==> config.mk <==
export PLATFORM = sky130hd
export DESIGN_NAME = fir_inverse_flat
export DESIGN_NICKNAME = d
export VERILOG_FILES = /design/src/rtl/fir_inverse_if.sv /design/src/rtl/fir_inverse.sv /design/src/flat_wrapper.sv
export SDC_FILE = /design/constraint.sdc
export NUM_CORES = 1
export LEC_CHECK = 0
export BUFFER_PORTS_ARGS = -buffer_cell sky130_fd_sc_hd__buf_2
export CORE_ASPECT_RATIO = 1.25
export CORE_MARGIN = 4
export CORE_UTILIZATION = 55
export CTS_BUF_LIST = sky130_fd_sc_hd__clkbuf_8 sky130_fd_sc_hd__clkbuf_16
export CTS_CLUSTER_SIZE = 20
export DETAILED_ROUTE_END_ITERATION = 16
export GPL_ROUTABILITY_DRIVEN = 0
export MAX_ROUTING_LAYER = met4
export PLACE_DENSITY = 0.77
export SETUP_SLACK_MARGIN = 0.02
export SKIP_LAST_GASP = 1
export SLEW_MARGIN = 5
export SYNTH_ARGS = -nofsm -noshare
export SYNTH_HDL_FRONTEND = slang
export SYNTH_SLANG_ARGS = --single-unit
==> constraint.sdc <==
create_clock -name clk -period 15.19 [get_ports clk]
set_input_delay 3.7975 -clock clk [delete_from_list [all_inputs] [get_ports clk]]
set_output_delay 3.7975 -clock clk [all_outputs]
set_load 0.02 [all_outputs]
==> src/rtl/fir_inverse_if.sv <==
// Sample/result bus for the fir_inverse all-pole filter.
interface fir_inverse_if #(parameter int N = 16);
  logic                en;
  logic signed [N-1:0] X;
  logic signed [N-1:0] a1, a2, a3, a4;
  logic signed [N-1:0] Y;
  logic                valid;
  logic                busy;
  logic                overrun;

  modport master (output en, X, a1, a2, a3, a4,
                  input  Y, valid, busy, overrun);
  modport slave  (input  en, X, a1, a2, a3, a4,
                  output Y, valid, busy, overrun);
endinterface

==> src/rtl/fir_inverse.sv <==
// Time-multiplexed 4-tap all-pole IIR: y = x - sum(ak*y[n-k]), one shared
// multiplier, four MAC cycles per sample, saturated Q1.(N-1) result.
module fir_inverse #(parameter int N = 16) (
  input  logic           clk,
  input  logic           rst,
  fir_inverse_if.slave   bus
);
  localparam int ACC_W = 2*N + 3;
  localparam logic signed [ACC_W-1:0] MAXV = ACC_W'(2**(N-1) - 1);
  localparam logic signed [ACC_W-1:0] MINV = ACC_W'(-(2**(N-1)));

  typedef enum logic [1:0] {IDLE, MAC, DONE} state_t;
  state_t state, state_nxt;

  logic signed [ACC_W-1:0] acc;
  logic [1:0]              k;      // tap index minus one
  logic [3:0][N-1:0]       hist;   // hist[0] = y[n-1] .. hist[3] = y[n-4]
  logic signed [N-1:0]     a_sel, h_sel, r;
  logic signed [2*N-1:0]   prod;
  logic signed [ACC_W-1:0] sh;

  always_ff @(posedge clk) begin
    if (rst) state <= IDLE;
    else     state <= state_nxt;
  end

  always_comb begin
    state_nxt = state;
    case (state)
      IDLE:    if (bus.en) state_nxt = MAC;
      MAC:     if (k == 2'd3) state_nxt = DONE;
      DONE:    state_nxt = IDLE;
      default: state_nxt = IDLE;
    endcase
  end

  always_comb begin
    a_sel = bus.a1;
    case (k)
      2'd0:    a_sel = bus.a1;
      2'd1:    a_sel = bus.a2;
      2'd2:    a_sel = bus.a3;
      default: a_sel = bus.a4;
    endcase
    h_sel = $signed(hist[k]);
    prod  = a_sel * h_sel;
  end

  // Floor shift back to Q1.(N-1), then clamp; the clamped value feeds history.
  always_comb begin
    sh = acc >>> (N-1);
    if (sh > MAXV)      r = MAXV[N-1:0];
    else if (sh < MINV) r = MINV[N-1:0];
    else                r = sh[N-1:0];
  end

  always_ff @(posedge clk) begin
    if (rst) begin
      acc         <= '0;
      k           <= '0;
      hist        <= '0;
      bus.Y       <= '0;
      bus.valid   <= 1'b0;
      bus.overrun <= 1'b0;
    end else begin
      bus.valid <= 1'b0;
      if (bus.en && state != IDLE) bus.overrun <= 1'b1;
      case (state)
        IDLE: if (bus.en) begin
          acc <= {{4{bus.X[N-1]}}, bus.X, {(N-1){1'b0}}};
          k   <= '0;
        end
        MAC: begin
          acc <= acc - {{3{prod[2*N-1]}}, prod};
          k   <= k + 2'd1;
        end
        DONE: begin
          bus.Y     <= r;
          bus.valid <= 1'b1;
          hist      <= {hist[2:0], r};
        end
        default: ;
      endcase
    end
  end

  assign bus.busy = (state != IDLE);
endmodule
==> src/flat_wrapper.sv <==
// flat-port wrapper written by rule: the top's interface ports become plain ports
module fir_inverse_flat 
#(parameter int N = 16)
  (clk, rst, bus_en, bus_X, bus_a1, bus_a2, bus_a3, bus_a4, bus_Y, bus_valid, bus_busy, bus_overrun);
  fir_inverse_if #(.N(N)) bus_i ();
  input  logic clk;
  input  logic rst;
  input wire logic [$bits(bus_i.en)-1:0] bus_en;
  input wire logic [$bits(bus_i.X)-1:0] bus_X;
  input wire logic [$bits(bus_i.a1)-1:0] bus_a1;
  input wire logic [$bits(bus_i.a2)-1:0] bus_a2;
  input wire logic [$bits(bus_i.a3)-1:0] bus_a3;
  input wire logic [$bits(bus_i.a4)-1:0] bus_a4;
  output wire logic [$bits(bus_i.Y)-1:0] bus_Y;
  output wire logic [$bits(bus_i.valid)-1:0] bus_valid;
  output wire logic [$bits(bus_i.busy)-1:0] bus_busy;
  output wire logic [$bits(bus_i.overrun)-1:0] bus_overrun;
  assign bus_i.en = bus_en;
  assign bus_i.X = bus_X;
  assign bus_i.a1 = bus_a1;
  assign bus_i.a2 = bus_a2;
  assign bus_i.a3 = bus_a3;
  assign bus_i.a4 = bus_a4;
  assign bus_Y = bus_i.Y;
  assign bus_valid = bus_i.valid;
  assign bus_busy = bus_i.busy;
  assign bus_overrun = bus_i.overrun;
  fir_inverse #(.N(N)) u_core (.clk(clk), .rst(rst), .bus(bus_i));
endmodule
==> metrics.txt <==
pins over their slew limit 0; total I/O pin count 102; worst-path maximum fanout 8; synthesized area per cell 8.44 µm²; area grow syn2layout 6.40%; quantity of gates resized following cts 0; aggregate global routing overflow 0; worst r2r dst u_core.acc[34]; kind of end point of the critical path flip-flop; Final HPWL DP 34,500 µm; largest net degree at the start of global routing 102; via count of the first global-routing pass 14,118; CTS tree yes; power density over the cells 69.0 nW/µm²; final sum of negative setup slack 0 ns; number of search-and-repair iterations in the first detailed-routing pass 5; count of buffers inserted at the top-level ports 101; commonest non-fill, non-tap cells in the layout sky130_fd_sc_hd__inv_1, sky130_fd_sc_hd__nand2_1, sky130_fd_sc_hd__fa_1, sky130_fd_sc_hd__nor2_1, sky130_fd_sc_hd__a21oi_1; Critical R2R Launch u_core.k[1]; startpoint of the tightest hold check path u_core.hist[48]; setup slack of the most critical reg-to-reg path 3.86 ns; maximum clock frequency 78.4 MHz; H-tree Lvls 3; Worst Max-Slew Pin Slew 1.20 ns; Hold Violations, Final 0; arrival time reported for the critical path endpoint 13.01 ns; R2R cell count 37; Leakage Power 0.00865 µW; Mapped Nets 2,408; # Max-Cap Violations 0; required time worst endpoint 15.44 ns; number of enable flip-flop cells after synthesis 0; Hold Path Depth 2; Wirelength per Cell 18.4 µm; Vias/cell 5.73; primary flip-flop cell chosen by synthesis mapping sky130_fd_sc_hd__dfxtp_1; Floorplan Core Area 29,300 µm²; post-route insts no fill 2,387; RSZ-0062 raised after global routing no; Bufs on Longest Clock Path 2; VDD IR max 0.0000744 V; max-slew headroom at the worst pin 19.9%; later-pin clock latency in the skew report 0.35 ns; Inserted Diodes 0; utilization after layout 59.5%; fraction of layout instances using a drive strength above 1 10.6%; Detail Route Antenna Nets 0; wire length of the first global-routing pass 72,100 µm; sequential element share of the synthesized area 12.8%; final worst clock skew 0.0121 ns; cell area after layout 17,500 µm²; clock buffers created by TritonCTS 9; CP startpoint kind input pin; placed cell count 2,372; final cycle utilization of the critical path 84.0%; effective utilization at floorplan 55.9%; vias after detailed routing 13,676; WS Path Type in -> reg; number of standard-cell rows in the floorplan 70; number of different library cells in the post-synthesis netlist 86; total wire length 43,900 µm; Synth Register Bits 105; endpoint of the worst hold path u_core.hist[48]; Root Buffer Master sky130_fd_sc_hd__clkbuf_16; Crit path top cell by count sky130_fd_sc_hd__fa_1; highest cell delay on the worst timing path 0.84 ns; critical-path cell with the highest stage delay sky130_fd_sc_hd__mux2i_1; number of warnings reported in the yosys synthesis log 0; Residual DRC 0; setup violation total in the final timing report 0; count of clock tree sinks 105; most common cell after layout, fill and taps aside sky130_fd_sc_hd__inv_1; hold buffers post-CTS 0; time the final worst path needs with I/O delays and setup 12.76 ns; number of DRC markers in iteration 0 1,019; dpl cell area 17,200 µm²; Total Die Area 32,700 µm²; Hold Crit Class reg -> reg; width of the die 163 µm; run status finished, final reports clean; number of buffers inserted by post-CTS setup repair 0; antenna violations before repair 0; clock transition time at the flip-flop clock pins of the worst setup and hold paths 0.07 ns; global-route usage over all layers 28.2%; nets 2,451; DIE HEIGHT 201 µm; number of standard cells after synthesis 1,944; number of fill cells 2,544; proportion of register bits with asynchronous set or reset after synthesis 0%; mapped cell area 16,400 µm²
critical path: cells and delay by family:
kind | cells | cell delay, ns
AOI/OAI and AO/OA | 14 | 3.03
xor gates and xnor gates | 1 | 0.26
adders and majority gates | 8 | 3.65
buffers and inverters | 6 | 0.37
muxes | 2 | 1.11
and+or+nand+nor | 5 | 0.79
registers in the layout, indices dropped and copies added, names as in the netlist:
register and cells:
u_core.acc 35, u_core.bus.Y 16, u_core.bus.overrun 1, u_core.bus.valid 1, u_core.hist 48, u_core.k 2
u_core.state 2
cell type report:
cell class                      count  area, µm²  share of cell area [%]
Sequential cell                   105       2100                    12.0
Clock buffer                       11        253                    1.45
Timing Repair Buffer              120        651                    3.73
Inverter                          331       1240                    7.11
Clock inverter                      4       43.8                   0.251
Tap cell                          396        495                    2.84
Multi-Input combinational cell   1420      12700                    72.6
where the power goes:
group | internal, µW | switching, µW | leakage (µW)
sequential | 295 | 20.3 | 0.000852
combinational | 267 | 386 | 0.00764
clock | 135 | 102 | 0.000153
through the flow:
step	worst slack (ns)	hold WS, ns	power, µW
CTS	2.51	0.456	1200
global placement	2.39	0.438	939
finish	2.43	0.455	1210
detailed placement	2.21	0.447	954
floorplan	3.51	0.433	798
global route	1.88	0.473	1280
synthesized netlist by cell type (5+ instances only):
| master | instances | area [µm²] |
|---|---|---|
| sky130_fd_sc_hd__and2_1 | 11 | 68.8 |
| sky130_fd_sc_hd__nor2b_1 | 11 | 68.8 |
| sky130_fd_sc_hd__o21ai_1 | 6 | 30.0 |
| sky130_fd_sc_hd__mux2i_1 | 24 | 240 |
| sky130_fd_sc_hd__o221ai_1 | 13 | 114 |
| sky130_fd_sc_hd__nand3_1 | 13 | 65.1 |
| sky130_fd_sc_hd__ha_1 | 118 | 1480 |
| sky130_fd_sc_hd__o21ai_0 | 45 | 225 |
| sky130_fd_sc_hd__nor2_1 | 175 | 657 |
| sky130_fd_sc_hd__mux2_2 | 24 | 270 |
| sky130_fd_sc_hd__nand2b_1 | 26 | 163 |
| sky130_fd_sc_hd__or3_1 | 5 | 31.3 |
| sky130_fd_sc_hd__or2_2 | 11 | 68.8 |
| sky130_fd_sc_hd__o21bai_1 | 6 | 45.0 |
| sky130_fd_sc_hd__a211oi_1 | 8 | 60.1 |
| sky130_fd_sc_hd__inv_1 | 330 | 1240 |
| sky130_fd_sc_hd__a21oi_1 | 132 | 661 |
| sky130_fd_sc_hd__clkbuf_1 | 61 | 229 |
| sky130_fd_sc_hd__nand4_1 | 5 | 31.3 |
| sky130_fd_sc_hd__a21o_1 | 27 | 203 |
| sky130_fd_sc_hd__o21a_1 | 13 | 97.6 |
| sky130_fd_sc_hd__nor3_1 | 9 | 45.0 |
| sky130_fd_sc_hd__nand2_1 | 300 | 1130 |
| sky130_fd_sc_hd__buf_4 | 16 | 120 |
| sky130_fd_sc_hd__xnor2_1 | 37 | 324 |
| sky130_fd_sc_hd__fa_1 | 263 | 5270 |
| sky130_fd_sc_hd__mux4_2 | 8 | 180 |
| sky130_fd_sc_hd__a22oi_1 | 25 | 188 |
| sky130_fd_sc_hd__xor2_1 | 19 | 166 |
| sky130_fd_sc_hd__dfxtp_1 | 105 | 2100 |
| sky130_fd_sc_hd__buf_1 | 9 | 33.8 |
metal layers:
metal | GRT usage, % | routed length, µm | vias up
met1 | 36.2 | 17100 | 6624
met2 | 45.1 | 20900 | 630
met3 | 3.81 | 3780 | 160
met4 | 11.7 | 2150 | 0
li1 | - | - | 6262
met5 | - | 0 | -
how the worst max path moves through the flow:
stage | from | to | slack (ns) | cells after the start
after detailed placement | bus_a1[12] | u_core.acc[34] | 2.21 | 36
final | bus_a1[12] | u_core.acc[34] | 2.43 | 36
after floorplan | bus_a2[14] | u_core.acc[34] | 3.51 | 35
after CTS | bus_a1[12] | u_core.acc[34] | 2.51 | 36
after global placement | bus_a1[12] | u_core.acc[34] | 2.39 | 36
after global routing | bus_a1[12] | u_core.acc[34] | 1.88 | 36
logic make-up after synthesis:
kind of cell	Yosys count	share of synthesized area, %
simple gates	586	15.1
buf+inv	419	10.1
fa+ha+maj	381	41.1
compound gates	340	13.6
flops	105	12.8
xor+xnor	57	3.09
mux	56	4.21
(Power assumes the default switching activity.)
